--- src/rtl/tanque_resposta.sv ---
// Tank plant model: turns the controller's actuator command word into level,
// heat and overflow-alarm sensor outputs that close the control loop.
module tanque_resposta #(
    parameter int FILL_DIV  = 4,
    parameter int DRAIN_DIV = 2,
    parameter int LOW_TH    = 4,
    parameter int HIGH_TH   = 12,
    parameter int HEAT_CYC  = 8,
    parameter int OVF_CYC   = 6
) (
    input  logic       clk,
    input  logic       reset,
    input  logic [6:0] cmd,
    output logic       echeio,
    output logic       sa,
    output logic       se,
    output logic       temp,
    output logic [3:0] nivel,
    output logic       alarme
);

    localparam int MAX_DIV = (FILL_DIV > DRAIN_DIV) ? FILL_DIV : DRAIN_DIV;
    localparam int CW      = $clog2(MAX_DIV + 1);
    localparam int OW      = $clog2(OVF_CYC + 1);

    localparam logic [CW-1:0] FILL_LAST  = CW'(FILL_DIV - 1);
    localparam logic [CW-1:0] DRAIN_LAST = CW'(DRAIN_DIV - 1);
    localparam logic [OW-1:0] OVF_LIM    = OW'(OVF_CYC);
    localparam logic [3:0]    LOW_L      = 4'(LOW_TH);
    localparam logic [3:0]    HIGH_L     = 4'(HIGH_TH);
    localparam logic [3:0]    HEAT_L     = 4'(HEAT_CYC);

    typedef enum logic [1:0] {
        REPOUSO,
        ENCHENDO,
        ESVAZIANDO,
        FALHA
    } state_t;

    state_t        state_q, state_d;
    logic [CW-1:0] rate_q,  rate_d;
    logic [3:0]    nivel_q, nivel_d;
    logic [OW-1:0] ovf_q,   ovf_d;
    logic [3:0]    heat_q,  heat_d;

    logic fill;
    logic empty;
    logic unused_cmd_bits;

    assign fill            = cmd[6];
    assign empty           = cmd[1] | cmd[4];
    assign unused_cmd_bits = ^{cmd[5], cmd[2], cmd[0]};

    always_ff @(posedge clk) begin
        if (reset) begin
            state_q <= REPOUSO;
            rate_q  <= '0;
            nivel_q <= '0;
            ovf_q   <= '0;
            heat_q  <= '0;
        end else begin
            state_q <= state_d;
            rate_q  <= rate_d;
            nivel_q <= nivel_d;
            ovf_q   <= ovf_d;
            heat_q  <= heat_d;
        end
    end

    // FALHA freezes everything; only reset can leave it.
    always_comb begin
        state_d = state_q;
        rate_d  = rate_q;
        nivel_d = nivel_q;
        ovf_d   = ovf_q;
        heat_d  = heat_q;

        if (state_q != FALHA) begin
            ovf_d = (fill && nivel_q == 4'd15) ? ovf_q + 1'b1 : '0;

            if (fill && !empty) begin
                state_d = ENCHENDO;
            end else if (empty && !fill) begin
                state_d = ESVAZIANDO;
            end else begin
                state_d = REPOUSO;
            end
            if (ovf_d == OVF_LIM) begin
                state_d = FALHA;
            end

            if (cmd[3] && nivel_q >= LOW_L) begin
                heat_d = (heat_q == 4'd15) ? heat_q : heat_q + 4'd1;
            end else begin
                heat_d = (heat_q == 4'd0) ? heat_q : heat_q - 4'd1;
            end

            // A direction change discards any partial count.
            if (state_d != state_q) begin
                rate_d = '0;
            end else begin
                case (state_q)
                    ENCHENDO: begin
                        if (rate_q == FILL_LAST) begin
                            rate_d  = '0;
                            nivel_d = (nivel_q == 4'd15) ? nivel_q : nivel_q + 4'd1;
                        end else begin
                            rate_d = rate_q + 1'b1;
                        end
                    end
                    ESVAZIANDO: begin
                        if (rate_q == DRAIN_LAST) begin
                            rate_d  = '0;
                            nivel_d = (nivel_q == 4'd0) ? nivel_q : nivel_q - 4'd1;
                        end else begin
                            rate_d = rate_q + 1'b1;
                        end
                    end
                    default: rate_d = '0;
                endcase
            end
        end
    end

    assign nivel  = nivel_q;
    assign echeio = (nivel_q == 4'd15);
    assign sa     = (nivel_q >= LOW_L);
    assign se     = (nivel_q >= HIGH_L);
    assign temp   = (heat_q >= HEAT_L);
    assign alarme = (state_q == FALHA);

endmodule
--- config.mk ---
export PLATFORM = sky130hd
export DESIGN_NAME = tanque_resposta
export DESIGN_NICKNAME = d
export VERILOG_FILES = /design/src/rtl/tanque_resposta.sv
export SDC_FILE = /design/constraint.sdc
export NUM_CORES = 1
export LEC_CHECK = 0
export ABC_CLOCK_PERIOD_IN_PS = 2000
export BUFFER_PORTS_ARGS = -buffer_cell sky130_fd_sc_hd__buf_4
export CAP_MARGIN = 20
export CORE_MARGIN = 2
export CORE_UTILIZATION = 50
export CTS_CLUSTER_DIAMETER = 120
export DETAILED_ROUTE_END_ITERATION = 10
export PLACE_DENSITY = 0.72
export SLEW_MARGIN = 5
export SYNTH_ARGS = -nofsm -noshare
export SYNTH_HDL_FRONTEND = slang
export SYNTH_SLANG_ARGS = --single-unit
--- constraint.sdc ---
create_clock -name clk -period 2 [get_ports clk]
set_input_delay 0.1 -clock clk [delete_from_list [all_inputs] [get_ports clk]]
set_output_delay 0.1 -clock clk [all_outputs]
set_load 0.05 [all_outputs]
==> results.txt, run 1 <==
Measured against its own limit, the worst slew margin works out to between 60 and 70%. The final period utilization is between 90% and 100%. The first-pass iteration count of the detailed router is 4.

STA puts the critical path data arrival time at around 2.1 ns. The number of primary I/O pins came out at 18. With fillers left out, the area of the finished cells amounts to ~1500 um2.

The number of setup violations in the final report is 0. On the final layout, the worst hold slack is 0.119 ns. The row count is 17. The floorplan die area came out at 2760 um2. The critical path in this run is classified as reg -> reg. The post-placement cell count came out at between 150 and 200. The total overflow left after global routing is 0. The number of standard cells in the final layout excluding fillers is roughly 190. Global routing used about a fifth of the available tracks. Clock tree synthesis inserted a total of 3 buffers. The required time at the endpoint of the critical path came out at 2.20 ns. The maximum number of pins on one net before global-route repair is 20. The worst setup path is captured at a flop. The clock root buffer master is clkbuf_4. The critical path startpoint category is a flop. The number of sinks handled by clock tree synthesis came out at 16. The worst-case clock buffer depth is 2. Setup repair after global routing left no endpoint under its margin. The die is roughly 53 um tall. The final antenna-violating net count came out at 0. In this run the power density over the cells is 686 nW/um2. The area added between synthesis and finish came out at 24.3%. The synthesized netlist net count is 157. The final routed wirelength across all metal layers came out at around 2700 um. After clock tree synthesis, the flow added hold-fix buffers numbering 0.

In the synthesized netlist, the number of instances is ~130. The time the final worst path needs with I/O delays and setup came out at between 1.5 and 2 ns. Clock latency on the worst-skew pair, taken at its later pin, is 0.28 ns. The count of yosys warnings during synthesis is 0.

The number of nets at the end of the flow is roughly 180. The setup TNS came out at 0 ns. The first global-routing pass estimated around 4300 um of wire. The per-cell via count in the routed design came out at approximately 5.9. Cells with a size suffix above 1 make up about a third of the layout. The share of synthesized flip-flops with an asynchronous set or reset came out at 0%. The DRC violation total after the first TritonRoute iteration is 20.

The flow ran to the end, and the final reports show no timing, DRC or antenna violations. The count of input and output buffers is 14. In this run the standard cell core region covers between 2000 and 2500 um2. The average wire length per cell after detail routing is around 14 um.

Detailed routing inserted a total of 1096 vias. The share of the Yosys chip area taken by registers is approximately 27%. The number of hold-slack violations in the final timing report came to 0. The netlist uses between 40 and 50 different library cells. The clock-pin slew reported for the worst setup and hold paths after clock tree synthesis is 0.10 ns. The static power due to leakage came out at about 0.00061 uW. The post-synth design cell area is about 1200 um2.

The largest fanout on the critical path is 15. The number of max-cap violations came out at 0. The number of enable flip-flop cells after synthesis came out at 0. Detailed placement finished with a half-perimeter wire length of around 2000 um. The slew of the pin with the lowest slew margin is 0.465 ns. The highest attainable clock frequency came out at 517 MHz.

The clock tree from TritonCTS is done. The maximum clock skew at final layout is 0.00573 ns. The initial core utilization is about 53%.

The number of synthesized register bits came out at 16. CTS built an H-tree with a depth of 1. The average instance area after synthesis is slightly below 9 um2.

The antenna diode instance count came out at 0. The number of global-route vias before repair came out at around 990. The number of antenna violations at the first check in global routing is 0.

The number of max-slew violations in the final report is 0. The highest ir drop seen on vdd came out at 718 uV. The die outline width is about 53 um.

The cell area after placement came out at ~1400 um2. The worst hold path class is in -> reg. The most common cell after layout, fill and taps aside is buf_4. The core occupancy in the finished layout is roughly 66%. The global placement routability congestion is 0.780. For this run, the leading register cell type out of synthesis is dfxtp_1.

The library cells used most frequently in the layout, excluding fill and tap cells, are 26 x buf_4, 10 x ha_1, 9 x nor2_1, 9 x dfxtp_1, 8 x a21oi_1. The DRC violation count after routing came out at 0.
==> stage by stage <==
step / power, uW / setup slack, ns
2_1_floorplan: 737 / 0.0316
3_3_place_gp: 811 / 0.0463
3_5_place_dp: 830 / 0.0268
4_1_cts: 1000 / 0.0141
5_1_grt: 1080 / 0.00641
6_report: 1000 / 0.0652
==> metal layers <==
metal  up-vias  global-route usage, %  part of all wire (%)
met5         -                      0                     0
li1        545                      -                     -
met4         0                   5.13                     0
met2        10                   35.8                    52
met1       541                   26.4                    46
met3         0                   3.43                   1.9
==> kinds of logic (layout without fill, tap and decap cells) <==
logic type                 after synthesis  count (layout)  share of synthesized area [%]
DFF                                     16              16                           27.2
and+or+nand+nor                         49              49                           25.6
AOI/OAI and AO/OA                       33              33                           19.8
muxes                                    3               3                           2.66
buffers and inverters                   13              37                           4.14
adders and majority gates               14              14                           16.2
xor gates and xnor gates                 6               6                           4.46
==> final timing paths <==
kind,start,endpoint,slack [ns],depth (start not counted)
max,state_q[0],nivel[1],0.07,7
min,reset,nivel[2],0.12,2
max reg2reg,state_q[0],nivel[1],0.07,7
min reg2reg,rate_q[2],rate_q[2],0.52,2
==> timing repair <==
item / in CTS / in global routing
setup endpoints to repair: 1 / 3
buffers inserted: 0 / 4
hold endpoints to repair: 0 / 0
pin swaps: 0 / 6
resized for setup: 1 / 10
==> cells in the mapped netlist (2+ instances only) <==
master,number,area (um2)
dfxtp_1,16,320
ha_1,12,150
a21oi_1,10,50.1
nor2_1,9,33.8
inv_1,8,30.0
nand2_1,7,26.3
clkbuf_1,5,18.8
a211oi_1,4,30.0
nand4_1,4,25.0
nor2b_1,4,25.0
nor3_1,4,20.0
o21ai_0,4,20.0
o31ai_1,4,30.0
or3_1,4,25.0
xnor2_1,4,35.0
and2_1,3,18.8
a21o_1,2,15.0
fa_1,2,40.0
mux2i_1,2,20.0
nand3b_1,2,15.0
nor3_2,2,20.0
xor2_1,2,17.5
==> cell type report <==
cell class / instances / area [um2]
Clock buffer: 3 / 22.5
Fill cell: 197 / 748
Inverter: 8 / 30.0
Multi-Input combinational cell: 105 / 852
Sequential cell: 16 / 329
Tap cell: 28 / 35.0
Timing Repair Buffer: 26 / 195
==> power by group <==
| part | switching, uW | internal, uW | total [uW] |
|---|---|---|---|
| sequential | 52.9 | 362 | 415 |
| clock | 100 | 69.7 | 170 |
| combinational | 224 | 196 | 420 |
| total | 377 | 628 | 1000 |
==> registers in the layout, summed over array words and instances, names as in the netlist <==
register	cells
heat_q	4
nivel	4
ovf_q	3
rate_q	3
state_q	2
==> worst max-delay path, stage by stage (launching register included) <==
cell and delay (ns):
dfxtp_2 0.34, buf_4 0.13, buf_4 0.14, ha_1 0.25, buf_4 0.21, a41oi_1 0.40
a31oi_1 0.16, a211oi_1 0.22
(Power assumes the default switching activity.)
==> inputs of run 2 (changes only) <==
--- a/config.mk
+++ b/config.mk
@@ -5,14 +5,15 @@
 export SDC_FILE = /design/constraint.sdc
 export NUM_CORES = 1
 export LEC_CHECK = 0
-export ABC_CLOCK_PERIOD_IN_PS = 2000
+export ABC_AREA = 1
+export ABC_CLOCK_PERIOD_IN_PS = 1800
 export BUFFER_PORTS_ARGS = -buffer_cell sky130_fd_sc_hd__buf_4
 export CAP_MARGIN = 20
 export CORE_MARGIN = 2
 export CORE_UTILIZATION = 50
 export CTS_CLUSTER_DIAMETER = 120
 export DETAILED_ROUTE_END_ITERATION = 10
-export PLACE_DENSITY = 0.72
+export PLACE_DENSITY = 0.69
 export SLEW_MARGIN = 5
 export SYNTH_ARGS = -nofsm -noshare
 export SYNTH_HDL_FRONTEND = slang
==> constraint.sdc (replaced) <==
create_clock -name clk -period 1.8 [get_ports clk]
set_input_delay 0.09 -clock clk [delete_from_list [all_inputs] [get_ports clk]]
set_output_delay 0.09 -clock clk [all_outputs]
set_load 0.05 [all_outputs]
==> run 2 against run 1 <==
Register-to-register slack gained 0.04 ns. Sequential power increased by 10%. Synthesized area increased by 0.85%. First-iteration DRC count grew 10%. Sequential cell count stayed put. Clock skew increased by 0.0055 ns. Routed wire length shrank 10%. Non-clock buffer count is 7 lower. Cell area shrank 3.1%. Global-route usage shrank 0.68 points. Clock power grew 16%. Critical path type unchanged. Highest routed layer is now met4.
==> results.txt, run 2 <==
The floorplan die area came out at between 2000 and 3000 um2. The average wire length per cell after detail routing is around 11 um. The clock root buffer master is clkbuf_4. The time the final worst path needs with I/O delays and setup came out at roughly 1.7 ns.

For this run, the share of the core covered by cells in the final layout is a little under two thirds. After detailed placement, the design holds a cell count of ~210. In the detailed route, the total length drawn on met2 is about 1200 um. The total half-perimeter wirelength after legalization and detailed placement came out at approximately 1900 um. The area share of and/or/nand/nor cells after synthesis is around 31%. In the synthesized netlist the async set-or-reset flop fraction comes to 0%. The all-layer global routing usage came out at ~20%. The number of enable flip-flop cells after synthesis is 0.

The core outline area is ~2200 um2. After clock tree synthesis, the clock-pin slew on the worst setup and hold paths is about 0.10 ns. The most common cell after layout, fill and taps aside is inv_1. The post-synth design cell area is 1190 um2. The cell area power density is 791 nW/um2.

The number of synthesized register bits came out at 16. After synthesis, the largest family of logic cells by area is simple AND/OR/NAND/NOR gates. The clock tree from TritonCTS is done. The number of antenna violations at the first check in global routing is 0. The clock reaches the later pin of the worst-skew pair after 0.29 ns.

The number of standard cells in the final layout excluding fillers came out at ~210. The die is 52.7 um wide. The element type at the critical path end is a flop. The worst setup path is launched from a flop. Measured against the total synthesized area, the mux share comes to 0%.

The post-synthesis compound-gate area fraction is about 12%. The number of setup violations in the final report is 0. The xor/xnor share of the synthesized area came out at under 10%.

The critical path is of the reg -> reg type. The dominant cell by count in the synthesized netlist is inv_1. The antenna diode instance count is 0. After Yosys synthesis, full adders, half adders and majority gates account for between 10% and 20% of the synthesized area. After the last flow step, the layout net total stands at approximately 210.

The number of max-slew violations in the final report came out at 0. Buffers placed on the I/O ports in this run total 14. The pre-antenna-repair detailed-routing pass consisted of 5 iterations. The final global-route overflow total came out at 0.

The global-route wire length before repair came out at 4020 um. Ranked by total cell area, the synthesized netlist is headed by dfxtp_1 27%, ha_1 13%, inv_1 8.5%. The count of yosys warnings during synthesis is 0. The run finished with clean final reports.

The DRC violation count after routing is 0. The number of hold-slack violations in the final timing report is 0. The analysis attributes to cell leakage a power of 0.000668 uW.

The number of global-route vias before repair is roughly 950. The largest fanout on the critical path came out at 5. The vertical extent of the die came out at ~53 um. Routability-driven placement finished with a final weighted congestion of 0.797.

The clock passes through at most 2 buffers. The post-route netlist has between 20% and 30% of its cells at a drive strength greater than 1. The number of primary I/O pins came out at 18.

The synthesized netlist net count came out at 187. The highest metal layer carrying signal wires in the routed design is met4. The first routing iteration left 22 violations. The number of max-cap violations is 0. The relative slew slack is between 70 and 80%. The initial utilization of the core area, before any placement, comes to 53.2%. In the layout the commonest cells are 26 x inv_1, 25 x nand2_1, 19 x buf_4. The total number of H-tree levels is 1.

The number of buffers inserted during clock tree synthesis is 3. The detailed router put a total of roughly 1100 um of wire on met1. dfxtp_1 takes more of the synthesized area than any other cell.

The maximum number of pins on one net before global-route repair is 11. The highest attainable clock frequency came out at 591 MHz. The final period utilization is around 94%. The highest ir drop seen on vdd is approximately 830 uV. The final antenna-violating net count came out at 0. The per-cell via count in the routed design is 5.16. The number of different library cells in the post-synthesis netlist is 29. The routed wire length on met3 came out at a little over 80 um. STA puts the critical path data arrival time at roughly 1.9 ns. The number of sinks handled by clock tree synthesis came out at 16. After synthesis, the mean cell area works out to between 7 and 8 um2. Ranked by instance count, the synthesized netlist is headed by 27 x inv_1, 25 x nand2_1, 19 x nor2_1. The floorplan has 17 rows. The area share of the largest cell type after synthesis came out at between 20% and 30%. The min-delay analysis places its worst path in the category in -> reg. The slew of the pin with the lowest slew margin came out at 0.355 ns. Synthesis produced a netlist whose cell count is 164. The via total after detailed routing is between 1000 and 1500. The final routed wirelength across all metal layers is between 2000 and 2500 um.

In the synthesized netlist the dominant register cell turns out to be dfxtp_1. The required time at the endpoint of the critical path is a little under 2 ns. The area added between synthesis and finish is 19.5%. The sequential fraction of the synthesis area is between 20 and 30%. The maximum clock skew at final layout is 0.0112 ns.
==> run 2: changes by cell type after synthesis, moves of 5 or more <==
cell and change:
inv_1 +19, nand2_1 +18, nand2_2 +5, nand3_1 +5
nor2_1 +10, o21ai_0 +6
==> run 2: per-layer routing <==
metal | up-vias | GRT usage (%)
li1 | 570 | -
met1 | 495 | 25.5
met2 | 23 | 33.1
met3 | 6 | 2.57
met4 | 0 | 8.97
met5 | - | 0
==> run 2: kinds of logic after synthesis <==
family                     after synthesis
and+or+nand+nor                         71
adders and majority gates               14
DFF                                     16
xor gates and xnor gates                 4
buffers and inverters                   33
AOI/OAI and AO/OA                       26
==> run 2: final cells by class <==
cell class              count  area [um2]
clock buffers               3        22.5
clock inverters             1        3.75
fillers                   212         815
inverters                  30         115
multi-input cells         115         767
flip-flops and latches     16         333
well taps                  28        35.0
repair buffers             19         143
==> run 2: final timing paths <==
kind / cells past startpoint / from / slack, ns / end
worst max register to register: 12 / nivel[3] / 0.11 / heat_q[3]
worst min register to register: 2 / rate_q[0] / 0.48 / rate_q[0]
worst min-delay path: 2 / reset / 0.02 / nivel[0]
worst max-delay path: 12 / nivel[3] / 0.11 / heat_q[3]
==> run 2: where the power goes <==
| part | switching [uW] | internal [uW] | leakage [uW] |
|---|---|---|---|
| sequential | 56.0 | 401 | 0.000134 |
| clock | 118 | 80.6 | 0.0000154 |
| combinational | 286 | 181 | 0.000518 |
==> run 2: through the flow <==
step                      power [uW]  area [um2]  hold slack, ns  setup WS (ns)  TNS [ns]
after floorplan                  800        1200           0.294         0.0256         0
after global placement           883        1360           0.331         0.0404         0
after detailed placement         898        1360           0.333         0.0118         0
after CTS                       1110        1390         0.00747        0.00908         0
after global routing            1220        1420          0.0202        -0.0172   -0.0172
final                           1120        1420          0.0176          0.107         0
==> run 2: timing repair <==
item                                    CTS  global route
buffers inserted                          0             0
resized for setup                         1             9
hold buffers                              0             0
endpoints found under the setup margin    1             5
==> run 2: critical path, cell delays in order, from the launching register on <==
cell and delay, ns:
dfxtp_4 0.40, nor2_4 0.05, nor2_4 0.11, inv_2 0.07, ha_1 0.27, nand2_1 0.09
nand2_1 0.08, a21oi_2 0.14, nor2_1 0.05, nor2_1 0.09, nand2_1 0.07, o21ai_1 0.12
a21oi_1 0.05
